===== src/rtl/ext_pipe_stage_if.sv =====
// ID->EX extension stage bus: upstream entry fields plus downstream valid/ready result.
interface ext_pipe_stage_if #(
    parameter int DW = 32,
    parameter int IW = 16,
    parameter int JW = 26
) ();
    logic          in_valid;
    logic          in_ready;
    logic [2:0]    in_mode;
    logic [IW-1:0] in_imm;
    logic [JW-1:0] in_jidx;
    logic [DW-1:0] in_pc4;
    logic          out_valid;
    logic          out_ready;
    logic [DW-1:0] out_data;
    logic          out_err;

    // master drives instruction fields and downstream ready; slave is the stage itself
    modport master (
        output in_valid, in_mode, in_imm, in_jidx, in_pc4, out_ready,
        input  in_ready, out_valid, out_data, out_err
    );

    modport slave (
        input  in_valid, in_mode, in_imm, in_jidx, in_pc4, out_ready,
        output in_ready, out_valid, out_data, out_err
    );
endinterface


===== src/rtl/ext_pipe_stage.sv =====
// Registered immediate/offset extension between ID and EX, with a one-entry skid buffer
// so in_ready is a pure register output, plus flush for branch squashes.
module ext_pipe_stage #(
    parameter int DW = 32,
    parameter int IW = 16,
    parameter int JW = 26
) (
    input  logic             clk,
    input  logic             rst,
    input  logic             flush,
    ext_pipe_stage_if.slave  bus
);

    typedef enum logic [2:0] {
        M_SEXT  = 3'd0,
        M_ZEXT  = 3'd1,
        M_LUI   = 3'd2,
        M_SHAMT = 3'd3,
        M_BROFF = 3'd4,
        M_JABS  = 3'd5,
        M_JREL  = 3'd6,
        M_RSVD  = 3'd7
    } mode_e;

    // Keeps the PC region bits above the word-aligned jump index
    localparam logic [DW-1:0] JABS_MASK = {{(DW-JW-2){1'b1}}, {(JW+2){1'b0}}};

    // Returns {err, data}
    function automatic logic [DW:0] ext_f(
        input logic [2:0]    mode,
        input logic [IW-1:0] imm,
        input logic [JW-1:0] jidx,
        input logic [DW-1:0] pc4
    );
        logic signed [DW-1:0] s_imm;
        logic signed [DW-1:0] s_jidx;
        logic [DW-1:0]        d;
        logic                 e;
        s_imm  = {{(DW-IW){imm[IW-1]}}, imm};
        s_jidx = {{(DW-JW){jidx[JW-1]}}, jidx};
        d      = '0;
        e      = 1'b0;
        case (mode_e'(mode))
            M_SEXT:  d = s_imm;
            M_ZEXT:  d = DW'(imm);
            M_LUI:   d = DW'(imm) << (DW-IW);
            M_SHAMT: d = DW'(imm[10:6]);
            M_BROFF: d = s_imm <<< 2;
            M_JABS:  d = (pc4 & JABS_MASK) | (DW'(jidx) << 2);
            M_JREL:  d = s_jidx <<< 2;
            default: begin
                d = '0;
                e = 1'b1;
            end
        endcase
        return {e, d};
    endfunction

    // p0: combinational extension of the incoming entry
    logic [DW-1:0] w_ext_data_p0;
    logic          w_ext_err_p0;
    logic          w_accept;
    logic          w_consume;

    logic          r_out_vld_p1;
    logic [DW-1:0] r_out_data_p1;
    logic          r_out_err_p1;
    logic          r_skid_vld_p1;
    logic [DW-1:0] r_skid_data_p1;
    logic          r_skid_err_p1;

    assign {w_ext_err_p0, w_ext_data_p0} = ext_f(bus.in_mode, bus.in_imm, bus.in_jidx, bus.in_pc4);

    assign w_accept  = bus.in_valid && !r_skid_vld_p1;
    assign w_consume = r_out_vld_p1 && bus.out_ready;

    // p1: output register and skid entry
    always_ff @(posedge clk or posedge rst) begin
        if (rst) begin
            r_out_vld_p1   <= 1'b0;
            r_out_data_p1  <= '0;
            r_out_err_p1   <= 1'b0;
            r_skid_vld_p1  <= 1'b0;
            r_skid_data_p1 <= '0;
            r_skid_err_p1  <= 1'b0;
        end else if (flush) begin
            r_out_vld_p1  <= 1'b0;
            r_out_err_p1  <= 1'b0;
            r_skid_vld_p1 <= 1'b0;
        end else if (w_consume && r_skid_vld_p1) begin
            // in_ready is low here, so no accept can collide with the drain
            r_out_data_p1 <= r_skid_data_p1;
            r_out_err_p1  <= r_skid_err_p1;
            r_skid_vld_p1 <= 1'b0;
        end else if (w_accept && (!r_out_vld_p1 || w_consume)) begin
            r_out_vld_p1  <= 1'b1;
            r_out_data_p1 <= w_ext_data_p0;
            r_out_err_p1  <= w_ext_err_p0;
        end else if (w_accept) begin
            r_skid_vld_p1  <= 1'b1;
            r_skid_data_p1 <= w_ext_data_p0;
            r_skid_err_p1  <= w_ext_err_p0;
        end else if (w_consume) begin
            r_out_vld_p1 <= 1'b0;
        end
    end

    assign bus.in_ready  = !r_skid_vld_p1;
    assign bus.out_valid = r_out_vld_p1;
    assign bus.out_data  = r_out_data_p1;
    assign bus.out_err   = r_out_err_p1;

endmodule


===== src/flat_wrapper.sv =====
// flat-port wrapper written by rule: the top's interface ports become plain ports
module ext_pipe_stage_flat 
#(
    parameter int DW = 32,
    parameter int IW = 16,
    parameter int JW = 26
)
  (clk, rst, flush, bus_in_valid, bus_in_mode, bus_in_imm, bus_in_jidx, bus_in_pc4, bus_out_ready, bus_in_ready, bus_out_valid, bus_out_data, bus_out_err);
  ext_pipe_stage_if #(.DW(DW), .IW(IW), .JW(JW)) bus_i ();
  input  logic clk;
  input  logic rst;
  input  logic flush;
  input wire logic [$bits(bus_i.in_valid)-1:0] bus_in_valid;
  input wire logic [$bits(bus_i.in_mode)-1:0] bus_in_mode;
  input wire logic [$bits(bus_i.in_imm)-1:0] bus_in_imm;
  input wire logic [$bits(bus_i.in_jidx)-1:0] bus_in_jidx;
  input wire logic [$bits(bus_i.in_pc4)-1:0] bus_in_pc4;
  input wire logic [$bits(bus_i.out_ready)-1:0] bus_out_ready;
  output wire logic [$bits(bus_i.in_ready)-1:0] bus_in_ready;
  output wire logic [$bits(bus_i.out_valid)-1:0] bus_out_valid;
  output wire logic [$bits(bus_i.out_data)-1:0] bus_out_data;
  output wire logic [$bits(bus_i.out_err)-1:0] bus_out_err;
  assign bus_i.in_valid = bus_in_valid;
  assign bus_i.in_mode = bus_in_mode;
  assign bus_i.in_imm = bus_in_imm;
  assign bus_i.in_jidx = bus_in_jidx;
  assign bus_i.in_pc4 = bus_in_pc4;
  assign bus_i.out_ready = bus_out_ready;
  assign bus_in_ready = bus_i.in_ready;
  assign bus_out_valid = bus_i.out_valid;
  assign bus_out_data = bus_i.out_data;
  assign bus_out_err = bus_i.out_err;
  ext_pipe_stage #(.DW(DW), .IW(IW), .JW(JW)) u_core (.clk(clk), .rst(rst), .flush(flush), .bus(bus_i));
endmodule

===== config.mk =====
export PLATFORM = sky130hd
export DESIGN_NAME = ext_pipe_stage_flat
export DESIGN_NICKNAME = d
export VERILOG_FILES = /design/src/rtl/ext_pipe_stage_if.sv /design/src/rtl/ext_pipe_stage.sv /design/src/flat_wrapper.sv
export SDC_FILE = /design/constraint.sdc
export NUM_CORES = 1
export LEC_CHECK = 0
export ABC_AREA = 1
export BUFFER_PORTS_ARGS = -buffer_cell sky130_fd_sc_hd__buf_4
export CAP_MARGIN = 40
export CORE_MARGIN = 3
export CORE_UTILIZATION = 47
export DETAILED_ROUTE_END_ITERATION = 8
export GPL_TIMING_DRIVEN = 0
export PLACE_DENSITY = 0.79
export SLEW_MARGIN = 20
export SYNTH_ARGS = -nofsm -noshare
export SYNTH_HDL_FRONTEND = slang
export SYNTH_SLANG_ARGS = --single-unit

===== constraint.sdc =====
create_clock -name clk -period 2 [get_ports clk]
set_input_delay 0.4 -clock clk [delete_from_list [all_inputs] [get_ports clk]]
set_output_delay 0.4 -clock clk [all_outputs]
set_load 0.05 [all_outputs]

==> impl_results.md, run 1 <==
- Final min period: 1.83 ns
- CTS tree: yes
- Post-synth cell types: 23
- Hold_buf cts: 0
- Worst path arrival time: 2.07 ns
- Initial antenna violation count: 0
- Warnings, synthesis: 0
- Non-Filler Instances: 753
- Pin count of the biggest net entering global routing: 28
- Die Ht: 95.7 um
- Tot GR Track Use: 26.4%
- Area growth syn-to-layout: 27.4%
- PortBufs: 87
- CTS max path bufs: 2
- Mapped Nets: 628
- Hold Crit Class: in2async
- Num CTS Buffers: 9
- Gr ovfl total: 0
- Overall Power: 4.52 mW
- Die X: 95.7 um
- Core ar.: 7770 sq um
- Placed insts: 737
- Final Skew: 0.00872 ns
- Pre-antenna DRT Iters: 5
- Worst-path clk slew: 0.08 ns
- CTS H-Tree Depth: 3
- Standard-cell rows: 32
- Boundary Pins: 117
- Synth async-reset ratio: 100%
- Layout cells sized above 1: 21.5%
- Endpoints failing setup: 0
- Synth area leader: dfrtp_1
- Startpoint Class: flip-flop
- WL/cell: 15.3 um
- Die Area: 9150 sq um
- Post-Route WL: 11.5 mm
- Outcome: finished, final reports clean
- Syn_area_per_cell: 6.92 sq um
- Max Freq: 0.547 GHz
- Routability cong.: 0.919
- Fin worst setup slack: 0.172 ns
- Measured slew at the worst slew-check pin: 0.606 ns
- Max-slew headroom: 59.6%
- Clock Latency Late Sink: 0.35 ns
- Final hold vios: 0
- Largest cells by area after synthesis: dfrtp_1 45%, nand2_1 16%, nor2_1 8.1%, inv_1 5.2%, o21ai_1 4.8%
- Count leader, synth: nand2_1
- Worst path slowest cell: buf_1
- DRT iter0 DRCs: 370
- First-pass GRT wire length: 18.4 mm
- Final Max Slew Viols: 0
- Post-route ant nets: 0
- Number of diodes: 0
- Max-Cap Viols: 0
- Synth top area share: 45.0%
- Worst path most repeated cell: nand2_1
- Tcrit/Tclk final: 91.4%
- Unrepaired setup endpoints after global routing: no
- Crit Path Class: reg2reg
- Main flop type after synthesis: dfrtp_1
- Vias in the first global route: 3845
- Top post-synthesis cells by count: 162 x nand2_1, 82 x nor2_1, 68 x dfrtp_1, 52 x inv_1, 36 x o21ai_1
- Routed vias: 4017
- Setup TNS: 0 ns
- Synthesis-stage register bit count: 68
- Register area share after synthesis: 45.0%
- HPWL after DPL: 8.69 mm
- Area of the mapped netlist: 3780 sq um
- Pwr dens: 939 nW/um^2
- Vias/cell: 5.33
- Post-Syn Instances: 546
- Pleak: 2.56 nW
- DRC viols: 0
- Clk sinks: 68
- Crit path cell chain: nand2_1 > nor2_4 > inv_2 > buf_2 > buf_1 > nand3_1 > nand2_1 > nand2_1
- Data required, critical path: 2.25 ns
- Layout Nets: 728
- VDD IR max: 0.472 mV
- Crit-path max FO: 10
- Resized Gates After CTS: 0
- Post-synth EDFFs: 0
- Dpl ws: 0.107 ns
- Slowest stage delay, CP: 0.50 ns
- Post-CTS Setup Bufs: 0
- Root buf cell: clkbuf_8
- Initial Util: 48.7%
- Critical Path End Type: flip-flop
-- per-stage QoR --
step,util (%),cell area [sq um],hold slack (ns)
after floorplan,-,3780,0.450
after global placement,58.8,4560,0.462
after detailed placement,59.3,4600,0.413
after CTS,62.0,4820,0.0384
after global routing,62.0,4820,0.0478
final,62.0,4820,0.0332
-- routing by layer --
| layer | global-route usage (%) | vias to the layer above | wire length (um) |
|---|---|---|---|
| li1 | - | 1936 | - |
| met1 | 34.4 | 1861 | 4790 |
| met2 | 42.0 | 195 | 5450 |
| met3 | 5.68 | 25 | 959 |
| met4 | 11.8 | 0 | 291 |
| met5 | 0 | - | 0 |
-- kinds of logic after synthesis --
| family | share of synthesized area, % |
|---|---|
| and+or+nand+nor | 33.0 |
| AOI/OAI and AO/OA | 12.1 |
| buffers and inverters | 9.80 |
| DFF | 45.0 |
-- area by class of cell --
| cell class | count | area, sq um |
|---|---|---|
| buffer | 29 | 141 |
| clock buffer | 11 | 151 |
| clock inverter | 5 | 60.1 |
| fill | 745 | 2950 |
| inverter | 61 | 233 |
| multi-input combinational | 388 | 1710 |
| sequential | 68 | 1700 |
| tap | 102 | 128 |
| timing repair buffer | 89 | 693 |
-- worst max-delay path, delay by kind of cell (launching register included) --
family                 cells  cell delay (ns)
AND/OR/NAND/NOR            5             0.52
buffers and inverters      3             0.79
flip-flops                 1             0.41
-- registers in the layout (all words and copies together), names as in the netlist --
name and count:
u_core.r_skid_err_p1 1, u_core.r_skid_vld_p1 1, u_core.bus.out_valid 1, u_core.bus.out_err 1, u_core.bus.out_data 32, u_core.r_skid_data_p1 32
-- cells in the final DEF (no fill, tap or decap), drive strengths merged --
cell / Yosys / final
nand2: 164 / 164
buf: 22 / 111
nor2: 83 / 83
dfrtp: 68 / 68
inv: 61 / 60
o21ai: 52 / 52
nand3: 29 / 29
a21oi: 29 / 29
nand4: 22 / 22
clkbuf: 7 / 18
o22ai: 5 / 5
nor3: 3 / 3
clkinv: 0 / 3
clkinvlp: 0 / 2
o31ai: 1 / 1
bufinv: 0 / 1
-- path summary, 6_finish.rpt --
check	from	endpoint	cells past startpoint	slack, ns
worst max-delay path	u_core.bus.out_valid	u_core.bus.out_data[2]	8	0.17
worst min-delay path	rst	u_core.r_skid_data_p1[11]	2	0.03
worst max register to register	u_core.bus.out_valid	u_core.bus.out_data[2]	8	0.17
worst min register to register	u_core.bus.out_data[26]	u_core.bus.out_data[26]	2	0.48
max in group asynchronous	rst	u_core.r_skid_data_p1[20]	4	1.30
min in group clk	flush	u_core.r_skid_vld_p1	2	0.29
-- power by group --
group	switching (mW)	internal, mW
clock	0.551	0.646
sequential	0.140	1.70
combinational	1.01	0.477
total	1.70	2.82
Note: power is estimated with default switching activity, not from simulation.
==> inputs of run 2 (changes only) <==
--- a/config.mk
+++ b/config.mk
@@ -9,10 +9,10 @@
 export BUFFER_PORTS_ARGS = -buffer_cell sky130_fd_sc_hd__buf_4
 export CAP_MARGIN = 40
 export CORE_MARGIN = 3
-export CORE_UTILIZATION = 47
+export CORE_UTILIZATION = 56
 export DETAILED_ROUTE_END_ITERATION = 8
 export GPL_TIMING_DRIVEN = 0
-export PLACE_DENSITY = 0.79
+export PLACE_DENSITY = 0.88
 export SLEW_MARGIN = 20
 export SYNTH_ARGS = -nofsm -noshare
 export SYNTH_HDL_FRONTEND = slang
==> constraint.sdc (replaced) <==
create_clock -name clk -period 2.14 [get_ports clk]
set_input_delay 0.428 -clock clk [delete_from_list [all_inputs] [get_ports clk]]
set_output_delay 0.428 -clock clk [all_outputs]
set_load 0.05 [all_outputs]
==> run 2 against run 1 <==
Critical path depth unchanged. Global-route usage up 3.9 points. Wire length hardly changed. Sequential power decreased by 7%. Design area decreased by 0.83%. Via count rose by 2.1%. Largest cell class unchanged. Combinational power decreased by 7%. Clock skew is 0.0019 ns higher. Worst setup slack better by 0.063 ns. Register-to-register slack improved by 0.06 ns. Largest power group unchanged.
==> impl_results.md, run 2 (synthesized netlist as in run 1, its figures left out) <==
- PortBufs: 87
- Unrepaired setup endpoints after global routing: no
- Standard-cell rows: 29
- Commonest cells after routing, fill and taps aside: 162 x nand2_1, 88 x buf_4, 82 x nor2_1
- Num CTS Buffers: 9
- Crit path cell chain: nand2_1 > nor2_4 > inv_2 > buf_2 > buf_1 > nand3_1 > nand2_1 > nand2_1
- CTS H-Tree Depth: 3
- R2r endpoint: u_core.bus.out_data[6]
- Tcrit/Tclk final: 89.0%
- Startpoint Class: flip-flop
- Crit-path max FO: 10
- Layout Nets: 727
- Post-route ant nets: 0
- Tot GR Track Use: 30.3%
- Hold_buf cts: 0
- Outcome: finished, final reports clean
- Area growth syn-to-layout: 26.3%
- Boundary Pins: 117
- Root buf cell: clkbuf_8
- Critical Path End Type: flip-flop
- Most common cell after layout, fill and taps aside: nand2_1
- Vias/cell: 5.64
- P_int: 2.68 mW
- Final Max Slew Viols: 0
- DRT iter0 DRCs: 361
- Endpoints failing setup: 0
- VDD IR max: 0.716 mV
- Pin count of the biggest net entering global routing: 47
- Slowest stage delay, CP: 0.53 ns
- Sw frac: 37.5%
- Post-Route WL: 11.5 mm
- Crit Path Class: reg2reg
- Clock share of power: 27.4%
- RR Startpoint: u_core.bus.out_valid
- Post-CTS Setup Bufs: 0
- Gr ovfl total: 0
- Final hold vios: 0
- WL/cell: 15.8 um
- Die X: 88.2 um
- Clk sinks: 68
- CTS tree: yes
- Die Area: 7770 sq um
- Util after Layout: 73.9%
- Sequential share of power: 40.1%
- Pleak: 2.56 nW
- Worst path arrival time: 2.16 ns
- Die Ht: 88.2 um
- Pre-antenna DRT Iters: 5
- Worst path slowest cell: buf_1
- Core ar.: 6460 sq um
- CTS max path bufs: 2
- Met1 Usage GRT: 39.3%
- Initial Util: 58.5%
- Most Crowded Layer GR: met2
- Worst path most repeated cell: nand2_1
- Final min period: 1.91 ns
- Vias in the first global route: 3824
- Resized Gates After CTS: 0
- HPWL after DPL: 8.45 mm
- Met2 Usage GRT: 50.1%
- Non-Filler Instances: 727
- Reg2reg path depth: 8
- Final Skew: 0.0106 ns
- Setup TNS: 0 ns
- Max-Cap Viols: 0
- Routability cong.: 0.995
- Routed vias: 4103
- Hold Crit Class: in2async
- Layout cells sized above 1: 21.2%
- Max Freq: 0.525 GHz
- Placed insts: 711
- Pwr dens: 900 nW/um^2
- Net switching power: 1.61 mW
- Comb power frac: 32.4%
- GR Util met3: 4.80%
- Measured slew at the worst slew-check pin: 0.636 ns
- Max-slew headroom: 57.6%
- Placed Area: 4560 sq um
- DRC viols: 0
- Data required, critical path: 2.40 ns
- Overall Power: 4.30 mW
- Initial antenna violation count: 0
- R2r setup slk: 0.23 ns
- Clock Latency Late Sink: 0.36 ns
- First-pass GRT wire length: 17.9 mm
- Number of diodes: 0
- Post-route cell area: 4780 sq um
- Worst-path clk slew: 0.08 ns
[run 2: layer usage]
metal | routed length (um) | vias up
met2 | 5520 | 210
met3 | 906 | 43
met5 | 0 | -
met1 | 4700 | 1916
li1 | - | 1934
met4 | 363 | 0
[run 2: how the worst max path moves through the flow]
stage	startpoint	endpoint	cells past startpoint
after floorplan	rst	u_core.bus.out_data[0]	1
after global placement	rst	u_core.r_skid_data_p1[22]	2
after detailed placement	bus_out_ready	u_core.bus.out_data[4]	9
after CTS	u_core.bus.out_valid	u_core.bus.out_data[6]	8
after global routing	u_core.bus.out_valid	u_core.bus.out_data[6]	8
final	u_core.bus.out_valid	u_core.bus.out_data[6]	8
[run 2: cell type report]
type	instances	area (sq um)
buffer	29	141
clock buffer	10	128
clock inverter	6	88.8
fill	507	1680
inverter	61	231
multi-input combinational	388	1710
sequential	68	1700
tap	77	96.3
timing repair buffer	88	681
[run 2: power by group through the flow]
| stage | Sequential (mW) | Combinational (mW) | Clock [mW] |
|---|---|---|---|
| 2_1_floorplan | 2.15 | 0.500 | 0 |
| 3_3_place_gp | 1.73 | 1.34 | 0 |
| 3_5_place_dp | 1.74 | 1.38 | 0 |
| 4_1_cts | 1.72 | 1.39 | 1.17 |
| 5_1_grt | 1.75 | 1.51 | 1.22 |
| 6_report | 1.72 | 1.39 | 1.18 |
[run 2: stage by stage]
stage          setup WS (ns)  hold WS (ns)
4_1_cts                0.284        0.0400
5_1_grt                0.131        0.0491
6_report               0.235        0.0259
2_1_floorplan       0.000490         0.450
3_3_place_gp          -0.833         0.463
3_5_place_dp           0.191         0.418
[run 2: worst max-delay path, delay by kind of cell (launching register included)]
family                 cells  cell delay, ns
buffers and inverters      3            0.85
and+or+nand+nor            5            0.55
DFF                        1            0.41
